$ cat src/rtl/pwm_mode_ctrl_if.sv
// Button inputs and committed-mode outputs of the PWM mode controller.
// The board/bench side uses master; the controller uses slave.
interface pwm_mode_ctrl_if;
    logic       btn_up;
    logic       btn_down;
    logic [1:0] mode;
    logic       mode_changed;
    logic       pending;

    modport master (
        output btn_up,
        output btn_down,
        input  mode,
        input  mode_changed,
        input  pending
    );

    modport slave (
        input  btn_up,
        input  btn_down,
        output mode,
        output mode_changed,
        output pending
    );
endinterface

$ cat src/rtl/pwm_mode_ctrl.sv
// Button-driven duty mode stepper that commits only on PWM frame boundaries.
// Define MODE_WRAP_EN for wrapping steps; the default build saturates at 0 and 3.
module pwm_mode_ctrl #(
    parameter int unsigned DEBOUNCE_CYCLES = 16,
    parameter int unsigned PERIOD          = 32
) (
    input  logic            clk,
    input  logic            rst_n,
    pwm_mode_ctrl_if.slave  bus
);

    localparam int unsigned   FW      = $clog2(PERIOD);
    localparam logic [15:0]   DB_LAST = 16'(DEBOUNCE_CYCLES - 1);
    localparam logic [FW-1:0] FR_LAST = FW'(PERIOD - 1);

    typedef enum logic {
        IDLE,
        PEND
    } state_e;

    // Bit 0 is the up button, bit 1 the down button.
    logic [1:0]       sync1_q, sync1_d;
    logic [1:0]       sync2_q, sync2_d;
    logic [1:0]       deb_q, deb_d;
    logic [1:0]       deb_dly_q, deb_dly_d;
    logic [1:0]       evt_q, evt_d;
    logic [1:0][15:0] cnt_q, cnt_d;

    logic [FW-1:0]    frame_q, frame_d;
    logic [1:0]       target_q, target_d;
    logic [1:0]       mode_q, mode_d;
    logic             mc_q, mc_d;
    logic             pend_q, pend_d;
    state_e           state_q, state_d;

    logic [1:0]       next_target;
    logic             boundary;
    logic             step_up;
    logic             step_dn;

    always_comb begin
        sync1_d   = {bus.btn_down, bus.btn_up};
        sync2_d   = sync1_q;
        deb_d     = deb_q;
        cnt_d     = cnt_q;
        for (int i = 0; i < 2; i++) begin
            if (sync2_q[i] == deb_q[i]) begin
                cnt_d[i] = '0;
            end else if (cnt_q[i] == DB_LAST) begin
                deb_d[i] = ~deb_q[i];
                cnt_d[i] = '0;
            end else begin
                cnt_d[i] = cnt_q[i] + 16'd1;
            end
        end
        deb_dly_d = deb_q;
        evt_d     = deb_q & ~deb_dly_q;
    end

    // Opposing presses in the same cycle cancel each other.
    always_comb begin
        step_up     = evt_q[0] & ~evt_q[1];
        step_dn     = evt_q[1] & ~evt_q[0];
        next_target = target_q;
        if (step_up) begin
`ifdef MODE_WRAP_EN
            next_target = target_q + 2'd1;
`else
            if (target_q != 2'd3) begin
                next_target = target_q + 2'd1;
            end
`endif
        end else if (step_dn) begin
`ifdef MODE_WRAP_EN
            next_target = target_q - 2'd1;
`else
            if (target_q != 2'd0) begin
                next_target = target_q - 2'd1;
            end
`endif
        end
    end

    always_comb begin
        boundary = (frame_q == FR_LAST);
        frame_d  = boundary ? '0 : frame_q + FW'(1);
    end

    // The commit edge is the frame wrap, matching the generator's period.
    always_comb begin
        state_d  = state_q;
        mode_d   = mode_q;
        mc_d     = 1'b0;
        target_d = next_target;
        unique case (state_q)
            IDLE: begin
                if (next_target != mode_q) begin
                    state_d = PEND;
                end
            end
            PEND: begin
                if (boundary) begin
                    mode_d  = next_target;
                    mc_d    = (next_target != mode_q);
                    state_d = IDLE;
                end else if (next_target == mode_q) begin
                    state_d = IDLE;
                end
            end
        endcase
        pend_d = (state_d == PEND);
    end

    always_ff @(posedge clk or negedge rst_n) begin
        if (!rst_n) begin
            sync1_q   <= '0;
            sync2_q   <= '0;
            deb_q     <= '0;
            deb_dly_q <= '0;
            evt_q     <= '0;
            cnt_q     <= '0;
            frame_q   <= '0;
            target_q  <= '0;
            mode_q    <= '0;
            mc_q      <= 1'b0;
            pend_q    <= 1'b0;
            state_q   <= IDLE;
        end else begin
            sync1_q   <= sync1_d;
            sync2_q   <= sync2_d;
            deb_q     <= deb_d;
            deb_dly_q <= deb_dly_d;
            evt_q     <= evt_d;
            cnt_q     <= cnt_d;
            frame_q   <= frame_d;
            target_q  <= target_d;
            mode_q    <= mode_d;
            mc_q      <= mc_d;
            pend_q    <= pend_d;
            state_q   <= state_d;
        end
    end

    assign bus.mode         = mode_q;
    assign bus.mode_changed = mc_q;
    assign bus.pending      = pend_q;

endmodule
$ cat src/flat_wrapper.sv
// flat-port wrapper written by rule: the top's interface ports become plain ports
module pwm_mode_ctrl_flat 
#(
    parameter int unsigned DEBOUNCE_CYCLES = 16,
    parameter int unsigned PERIOD          = 32
)
  (clk, rst_n, bus_btn_up, bus_btn_down, bus_mode, bus_mode_changed, bus_pending);
  pwm_mode_ctrl_if bus_i ();
  input  logic clk;
  input  logic rst_n;
  input wire logic [$bits(bus_i.btn_up)-1:0] bus_btn_up;
  input wire logic [$bits(bus_i.btn_down)-1:0] bus_btn_down;
  output wire logic [$bits(bus_i.mode)-1:0] bus_mode;
  output wire logic [$bits(bus_i.mode_changed)-1:0] bus_mode_changed;
  output wire logic [$bits(bus_i.pending)-1:0] bus_pending;
  assign bus_i.btn_up = bus_btn_up;
  assign bus_i.btn_down = bus_btn_down;
  assign bus_mode = bus_i.mode;
  assign bus_mode_changed = bus_i.mode_changed;
  assign bus_pending = bus_i.pending;
  pwm_mode_ctrl #(.DEBOUNCE_CYCLES(DEBOUNCE_CYCLES), .PERIOD(PERIOD)) u_core (.clk(clk), .rst_n(rst_n), .bus(bus_i));
endmodule
$ cat config.mk
export PLATFORM = sky130hd
export DESIGN_NAME = pwm_mode_ctrl_flat
export DESIGN_NICKNAME = d
export VERILOG_FILES = /design/src/rtl/pwm_mode_ctrl_if.sv /design/src/rtl/pwm_mode_ctrl.sv /design/src/flat_wrapper.sv
export SDC_FILE = /design/constraint.sdc
export NUM_CORES = 1
export LEC_CHECK = 0
export CORE_ASPECT_RATIO = 0.9
export CORE_MARGIN = 2
export CORE_UTILIZATION = 57
export DETAILED_ROUTE_END_ITERATION = 8
export PLACE_DENSITY = 0.75
export SETUP_SLACK_MARGIN = 0.05
export SLEW_MARGIN = 20
export SYNTH_ARGS = -nofsm -noshare
export SYNTH_HDL_FRONTEND = slang
export SYNTH_SLANG_ARGS = --single-unit
$ cat constraint.sdc
create_clock -name clk -period 1.8 [get_ports clk]
set_clock_uncertainty 0.1 [all_clocks]
set_input_delay 0.45 -clock clk [delete_from_list [all_inputs] [get_ports clk]]
set_output_delay 0.45 -clock clk [all_outputs]
set_load 0.02 [all_outputs]
==> results of run 1 <==
## path summary, 6_finish.rpt
kind	start	to	slack, ps	cells after the start
worst max register to register	u_core.frame_q[0]	u_core.bus.mode[1]	100	5
worst min register to register	u_core.sync1_q[1]	u_core.sync2_q[1]	270	0
worst min-delay path	u_core.sync1_q[1]	u_core.sync2_q[1]	270	0
worst max-delay path	u_core.frame_q[0]	u_core.bus.mode[1]	100	5
min in group asynchronous	rst_n	u_core.frame_q[3]	540	2
max in group asynchronous	rst_n	u_core.sync2_q[0]	530	3
## timing repair
action                                  4_1_cts  5_1_grt
endpoints found under the hold margin        18        0
setup buffers                                 0        1
endpoints found under the setup margin        5       19
gates resized for setup                       5        7
pin swaps                                     0        1
hold buffers                                  1        0
## critical path, cell delays in order (launching register included)
cell and delay [ps]:
dfrtp_1 410, ha_1 230, and3_1 200, ha_1 230, nand2_2 100, mux2_2 330
## logic make-up (layout without fill, tap and decap cells)
| group | count (synthesis) | in the layout | share of synthesized area, % |
|---|---|---|---|
| AO/OA/AOI/OAI | 11 | 11 | 2.61 |
| XOR/XNOR | 32 | 32 | 12.2 |
| adder cells (fa/ha/maj) | 4 | 4 | 2.17 |
| buffers and inverters | 11 | 27 | 2.50 |
| flip-flops | 53 | 53 | 57.6 |
| multiplexers | 3 | 3 | 1.47 |
| AND/OR/NAND/NOR | 96 | 96 | 21.5 |
## power by group
part           total (W)  internal, W  switching [W]
Sequential       0.00122      0.00121      0.0000135
Combinational  0.0000737    0.0000271      0.0000466
Clock           0.000705     0.000348       0.000358
## state kept, by name, summed over array words and instances (netlist names)
signal / cells
u_core.bus.mode: 2
u_core.bus.mode_changed: 1
u_core.bus.pending: 1
u_core.cnt_q: 32
u_core.deb_dly_d: 2
u_core.deb_dly_q: 2
u_core.evt_q: 2
u_core.frame_q: 5
u_core.sync1_q: 2
u_core.sync2_q: 2
u_core.target_q: 2
## per-layer routing
layer  up-vias  GRT usage, %  wire length, um
met5         -             0                0
met4         0          7.08               64
met2        18          27.9             1750
li1        733             -                -
met3         7          4.42              106
met1       722          26.3             1850
## cell usage in the layout (no fill, tap or decap), types with 2 or more instances in the layout
master,synthesis,layout
or3_1,2,2
nor2_1,39,39
xor2_1,17,17
a21oi_1,3,3
nor3_2,1,3
and3_1,5,4
dfrtp_1,53,53
clkbuf_8,0,7
clkdlybuf4s50_1,0,2
buf_4,2,3
nand2_1,10,9
and4_1,2,2
nand3_1,12,11
o21ai_0,5,5
nand4_2,3,3
nor4_1,6,6
inv_1,7,7
dlygate4sd2_1,0,4
nor2b_1,4,4
nand4_1,5,5
xnor2_1,15,15
ha_1,4,3
mux2_2,3,3
## final cells by class
type,count,area share [%]
Sequential cell,53,51.6
Clock inverter,1,0.195
Clock buffer,7,3.75
Tap cell,46,2.24
Timing Repair Buffer,12,4.38
Inverter,7,1.02
Multi-Input combinational cell,146,36.9
## metrics by stage
stage	setup slack (ps)	utilization (%)	power (W)	hold WS (ps)
2_1_floorplan	157	-	0.00127	54.4
3_3_place_gp	124	64.2	0.00131	233
3_5_place_dp	26.7	64.2	0.00131	236
4_1_cts	57.5	67.1	0.00202	270
5_1_grt	23.7	68.0	0.00208	284
6_report	100	68.0	0.00200	268
==> impl_summary.md, run 1 <==
Run status
The run finished with clean final reports.

Critical path
The critical path is of the reg2reg type. The kind of capture point of the worst setup path is a register. The type of element launching the critical path is a register. The maximum net fanout on the critical path is 4. For the worst setup path, the data arrival time is approximately 1800 ps. At the worst endpoint, the required time is between 1500 and 2000 ps.

Drt
For this block, the initial DRC count from the detailed router was 90. The count of nets left with antenna violations after detail routing is 0. The mean number of vias per cell is about 5.4. The count of unresolved DRC violations after routing is 0. For this block, the via count after detailed routing is ~1500.

Wires add up to ~3.8 mm. The detailed-router iteration count before antenna repair is 4. Dividing the detail-routed wire length by the instance count gives around 14 um.

Place
Summing all placed instances gives a cell area of around 2400 sq um. The congestion estimate from routability-driven global placement came to ~0.84. The number of port buffers is 7.

Summed over all nets, the half-perimeter wirelength after detailed placement is between 2 and 3 mm. After detailed placement, the design holds a cell count of around 260.

Floorplanning
The placeable core area is between 3000 and 4000 sq um. During I/O placement, the number of pins put on the boundary was 8. The number of cell rows is 21. The full die area is 4560 sq um. In this run the vertical extent of the chip is between 60 and 70 um. Once the floorplan was initialized, standard cells occupied about 61% of the core.

The die is just over 70 um wide.

Final layout
The number of nets in the finished design is between 200 and 250. Excluding fillers, the count of instances in the completed layout stands at between 200 and 300. Compared with the post-synthesis result, the final layout area differs by 11.7%. The share of final-layout standard cells stronger than drive strength 1 is around an eighth. The total area of multi-input combinational cells is roughly 950 sq um. The count of inserted antenna diode cells is 0. The final non-filler cell area is 2570 sq um. The area of all sequential standard cells is about 1300 sq um. The filler cells instantiated in the layout total 300.

Logic synthesis
The biggest area contributor in the post-synthesis netlist is dfrtp_1. The synthesized design devotes to its leading area cell type 57.6% of total area. The share of synthesized flip-flops with an asynchronous set or reset is between 90% and 100%. The sequential-to-total area share from yosys stat is about 58%.

By count the netlist is led by dfrtp_1, nor2_1, xor2_1. The synthesized flop and latch total is between 50 and 60. The number of synthesized flops with an enable pin is 0.

In the synthesized netlist the dominant register cell turns out to be dfrtp_1. The mapped netlist covers 2300 sq um. The Yosys step of the flow raised 0 warnings. Sorting the synthesized cells by area gives the leading types as dfrtp_1, xor2_1, nor2_1, xnor2_1, nand3_1.

Counting every net in the synthesized netlist gives 218. Among all cell types in the netlist, the one instantiated most often is dfrtp_1. Each instance of the synthesized netlist takes up on average between 10 and 15 sq um. The number of cells produced by synthesis is between 200 and 250. The netlist uses 30 different library cells.

STA
The highest clock frequency the design can meet is 588 MHz. The post-route minimum period is between 1500 and 2000 ps. The number of pins exceeding their max-slew limit in the final report is 0. Setup violations remaining at the end of the flow were counted as 0. The slew at the pin with the worst max-slew slack is approximately 460 ps.

The number of failing hold endpoints at the final stage is 0. Measured against its own limit, the worst slew margin works out to 69.1%. The final period utilization is between 90% and 100%.

Setup repair after global routing could not meet its margin everywhere. After routing, the total negative slack on setup checks comes to 0 ps.

Power
Summed over all cells, the static leakage comes to 1.19 nW. The maximum VDD drop is 633 uV. Power spread over the standard cell area amounts to about 780 nW/um^2.

CTS
After clock tree synthesis, the clock-pin slew on the worst setup and hold paths is roughly 90 ps. Clock tree synthesis found a total of 53 sinks. The TritonCTS buffer count is 5. The deepest clock path buffer count is 2. The CTS H-tree depth is 2. The CTS tree is built. The worst-skew pair later-pin latency is around 300 ps. The clock tree root driver cell is clkbuf_8.

Job
The tool flagged a number of max-cap violations equal to 0.

Global routing
Across every metal layer, demand over resource in global routing totals 18.6%. The first global-routing pass estimated 6.60 mm of wire. The overflow left after global routing is 0. The initial antenna violation count was 0. Entering global routing, the biggest net connects 36 pins. The via count of the first global-routing pass is about 1400.

Worst hold path
The class of the most critical hold timing path is reg2reg.
No activity file was read; power rests on OpenSTA's default activity.
==> run 2, diff against run 1 <==
--- a/config.mk
+++ b/config.mk
@@ -5,11 +5,13 @@
 export SDC_FILE = /design/constraint.sdc
 export NUM_CORES = 1
 export LEC_CHECK = 0
+export ABC_CLOCK_PERIOD_IN_PS = 1800
 export CORE_ASPECT_RATIO = 0.9
 export CORE_MARGIN = 2
 export CORE_UTILIZATION = 57
 export DETAILED_ROUTE_END_ITERATION = 8
 export PLACE_DENSITY = 0.75
+export REMOVE_ABC_BUFFERS = 1
 export SETUP_SLACK_MARGIN = 0.05
 export SLEW_MARGIN = 20
 export SYNTH_ARGS = -nofsm -noshare
==> run 2 against run 1 <==
Effect of this change:
- register-to-register slack about the same
- non-clock buffer count fell by 2
- count of clock-buffer cells in the layout stayed put
- first-iteration DRC count is 33% higher
- via count increased by 0.34%
- final cell count shrank 1.1%
- largest cell class unchanged
- power fell by 3.2%
- clock power down 8.2%
- die area stayed put
- routed wire length fell by 1.2%
==> impl_summary.md, run 2 (synthesis results as in run 1) <==
Run status
The flow ran to the end, and the final reports show no timing, DRC or antenna violations.

Worst hold path
The hold path startpoint is u_core.sync1_q[1]. The path class of the tightest hold or removal check is reg2reg.

Power
The switching share of power is 20.6%. Combinational logic is responsible for around 3.6% of the overall power. The net switching power is 0.000399 W. The part of the total power dissipated in sequential elements is between 60 and 70%. The internal power of the cells totals 0.00154 W. IR analysis of the VDD net gives a maximum drop of 586 uV.

The total power is 0.00194 W. The static leakage power is 1.18 nW. The areal power density over the cells is 764 nW/um^2.

The clock share of power is about a third.

Floorplanning
The chip height is 64.3 um. The floorplan step set the die width to a little over 70 um. The number of cell rows is 21. The I/O pin count is 8. The floorplan step defined a core boundary enclosing 3780 sq um. The starting utilization of the core area is roughly three fifths.

The floorplan step defined a die boundary enclosing between 4000 and 5000 sq um.

Final layout
Counting flops per register, the top entry is u_core.cnt_q. Leaving out fill and tap cells, the most frequent cells in the layout are dfrtp_1, nor2_1, xor2_1. The finished cells cover roughly 2500 sq um. Of the cells placed in the final design, the portion with a size suffix greater than 1 is around 11%. The count of inserted antenna diode cells is 0. In the final layout, the registers with the most flip-flops are u_core.cnt_q (32), u_core.frame_q (5).

The register with the most flip-flops in the layout has 32 of them. After filler insertion, the fill cell instance count of the layout stands at 300. In the final design database the tool counted ~230 nets.

Leaving out fill and tap cells, the most frequent cell in the layout is dfrtp_1. The area growth from synthesis to layout is 10.1%.

Place
At the end of routability-driven placement, the weighted congestion stood at ~0.8. Once placement finished, the instance area stood at about 2400 sq um. The number of port buffers is 7.

The detailed placer's ending HPWL is approximately 2.6 mm. OpenSTA, run right after detailed placement, puts the worst setup slack at slightly above 40 ps.

Critical path
The worst setup path is launched from a register. On the worst path, the slowest cell contributes a delay of just over 400 ps. The worst register-to-register path begins at u_core.frame_q[0]. Traced cell by cell, the critical path runs through ha_1 -> and3_1 -> ha_2 -> nand2_2 -> mux2_2. The arrival time reported for the critical path endpoint is around 1800 ps.

In this run the worst path has a maximum fanout of 5. STA puts the critical path data required time at 1880 ps. STA classifies the critical path endpoint as a register. The slowest cell on the critical path is dfrtp_1. The count of buffering cells on the critical path with inverters included is 0.

In this run the worst setup path begins at u_core.frame_q[0]. The kind of cell adding the most delay to the critical path is adder cells. The classification of the worst setup path is reg2reg.

Global routing
The wire length of the first global-routing pass is roughly 6.6 mm. Summed over all layers, the global routing overflow is 0. The initial antenna violation count came to 0. The largest net degree at the start of global routing is 37. Global routing used a little under a fifth of the available tracks. The via count of the first global-routing pass is roughly 1500.

Drt
The routed design has 3.73 mm of wire. The mean number of vias per cell is 5.52. For this run, design rule violations remaining after detail routing come to 0. The count of nets left with antenna violations after detail routing is 0. The total via count in the routed design is between 1000 and 1500. Before antenna repair, the detailed router went through 4 iterations. The initial DRC count is 120. The average wire per standard cell is approximately 14 um.

CTS
At the later pin of the worst-skew pair, clock insertion delay measures roughly 300 ps. The TritonCTS buffer count is 5. TritonCTS built the clock tree.

The clock tree root driver cell is clkbuf_8. The H-tree generated during clock tree synthesis spans 2 levels. The deepest clock path buffer count is 2. The total clock sinks is between 50 and 60.

After clock tree synthesis, the clock-pin slew on the worst setup and hold paths is about 80 ps.

STA
The number of failing hold endpoints at the final stage came to 0. The slew at the pin with the worst max-slew slack is between 400 and 500 ps. In this run the tightest slew margin relative to its limit is between 60% and 70%. Based on the critical path, the design can be clocked at up to ~600 MHz. The worst path meets setup with 110 ps of slack. The routed design could run at a clock period as short as roughly 1700 ps. The final worst hold slack is between 200 and 300 ps. The number of pins exceeding their max-slew limit in the final report was 0.

The final period utilization is 93.9%. Setup violations remaining at the end of the flow were counted as 0. The accumulated negative setup slack is 0 ps.

Setup repair after global routing could not meet its margin everywhere.

Job
Max-cap violations in this run came to 0.
[run 2: cell types whose count changed in the layout (fill, tap and decap cells not counted)]
cell,delta
buf_4,-2
and3_2,+1
and3_4,-1
clkbuf_1,+1
clkbuf_8,-1
clkinv_2,-1
nor3_1,+1
nor3_2,-1
[run 2: metrics by stage]
step	std cells	util [%]
2_1_floorplan	206	-
5_1_grt	269	67.0
6_report	269	67.0
4_1_cts	269	66.5
3_3_place_gp	261	64.0
3_5_place_dp	261	64.0
[run 2: final timing paths]
kind                                        to  slack, ps  depth (start not counted)
min                          u_core.sync2_q[1]        260                          0
max reg2reg                 u_core.bus.mode[1]        110                          5
max                         u_core.bus.mode[1]        110                          5
min reg2reg                  u_core.sync2_q[1]        260                          0
min in group asynchronous      u_core.cnt_q[5]        520                          2
max in group asynchronous  u_core.deb_dly_d[1]        560                          3
[run 2: final cells by class]
type                    instances  area [sq um]  share of cell area (%)
multi-input cells             146           940                    37.1
inverters                       7          26.3                    1.04
well taps                      46          57.6                    2.27
flip-flops and latches         53          1330                    52.3
clock buffers                   7          86.3                    3.41
repair buffers                 10          97.6                    3.85
[run 2: layer usage]
layer / GRT usage [%] / up-vias / wire [um] / part of all wire (%)
li1: - / 727 / - / -
met1: 25.6 / 733 / 1820 / 49
met2: 28.6 / 21 / 1760 / 47
met3: 6.15 / 4 / 124 / 3.3
met4: 6.60 / 0 / 24 / 0.64
met5: 0 / - / 0 / 0
[run 2: what timing repair did]
| item | in CTS | in global routing |
|---|---|---|
| setup endpoints to repair | 5 | 17 |
| setup buffers | 0 | 0 |
| hold buffers | 1 | 0 |
| pin swaps | 0 | 2 |
| hold endpoints to repair | 17 | 0 |
| resized for setup | 5 | 5 |
[run 2: power by group through the flow]
stage	combinational (W)	clock, W	sequential (W)
finish	0.0000705	0.000647	0.00122
global route	0.0000813	0.000740	0.00122
CTS	0.0000724	0.000678	0.00122
detailed placement	0.0000695	0	0.00124
global placement	0.0000675	0	0.00124
floorplan	0.0000249	0	0.00124
==> run 3, diff against run 2 <==
--- a/config.mk
+++ b/config.mk
@@ -10,6 +10,7 @@
 export CORE_MARGIN = 2
 export CORE_UTILIZATION = 57
 export DETAILED_ROUTE_END_ITERATION = 8
+export GPL_ROUTABILITY_DRIVEN = 1
 export PLACE_DENSITY = 0.75
 export REMOVE_ABC_BUFFERS = 1
 export SETUP_SLACK_MARGIN = 0.05
==> results of run 3 <==
No change in the layout: final DEF, timing and power equal those of run 2.
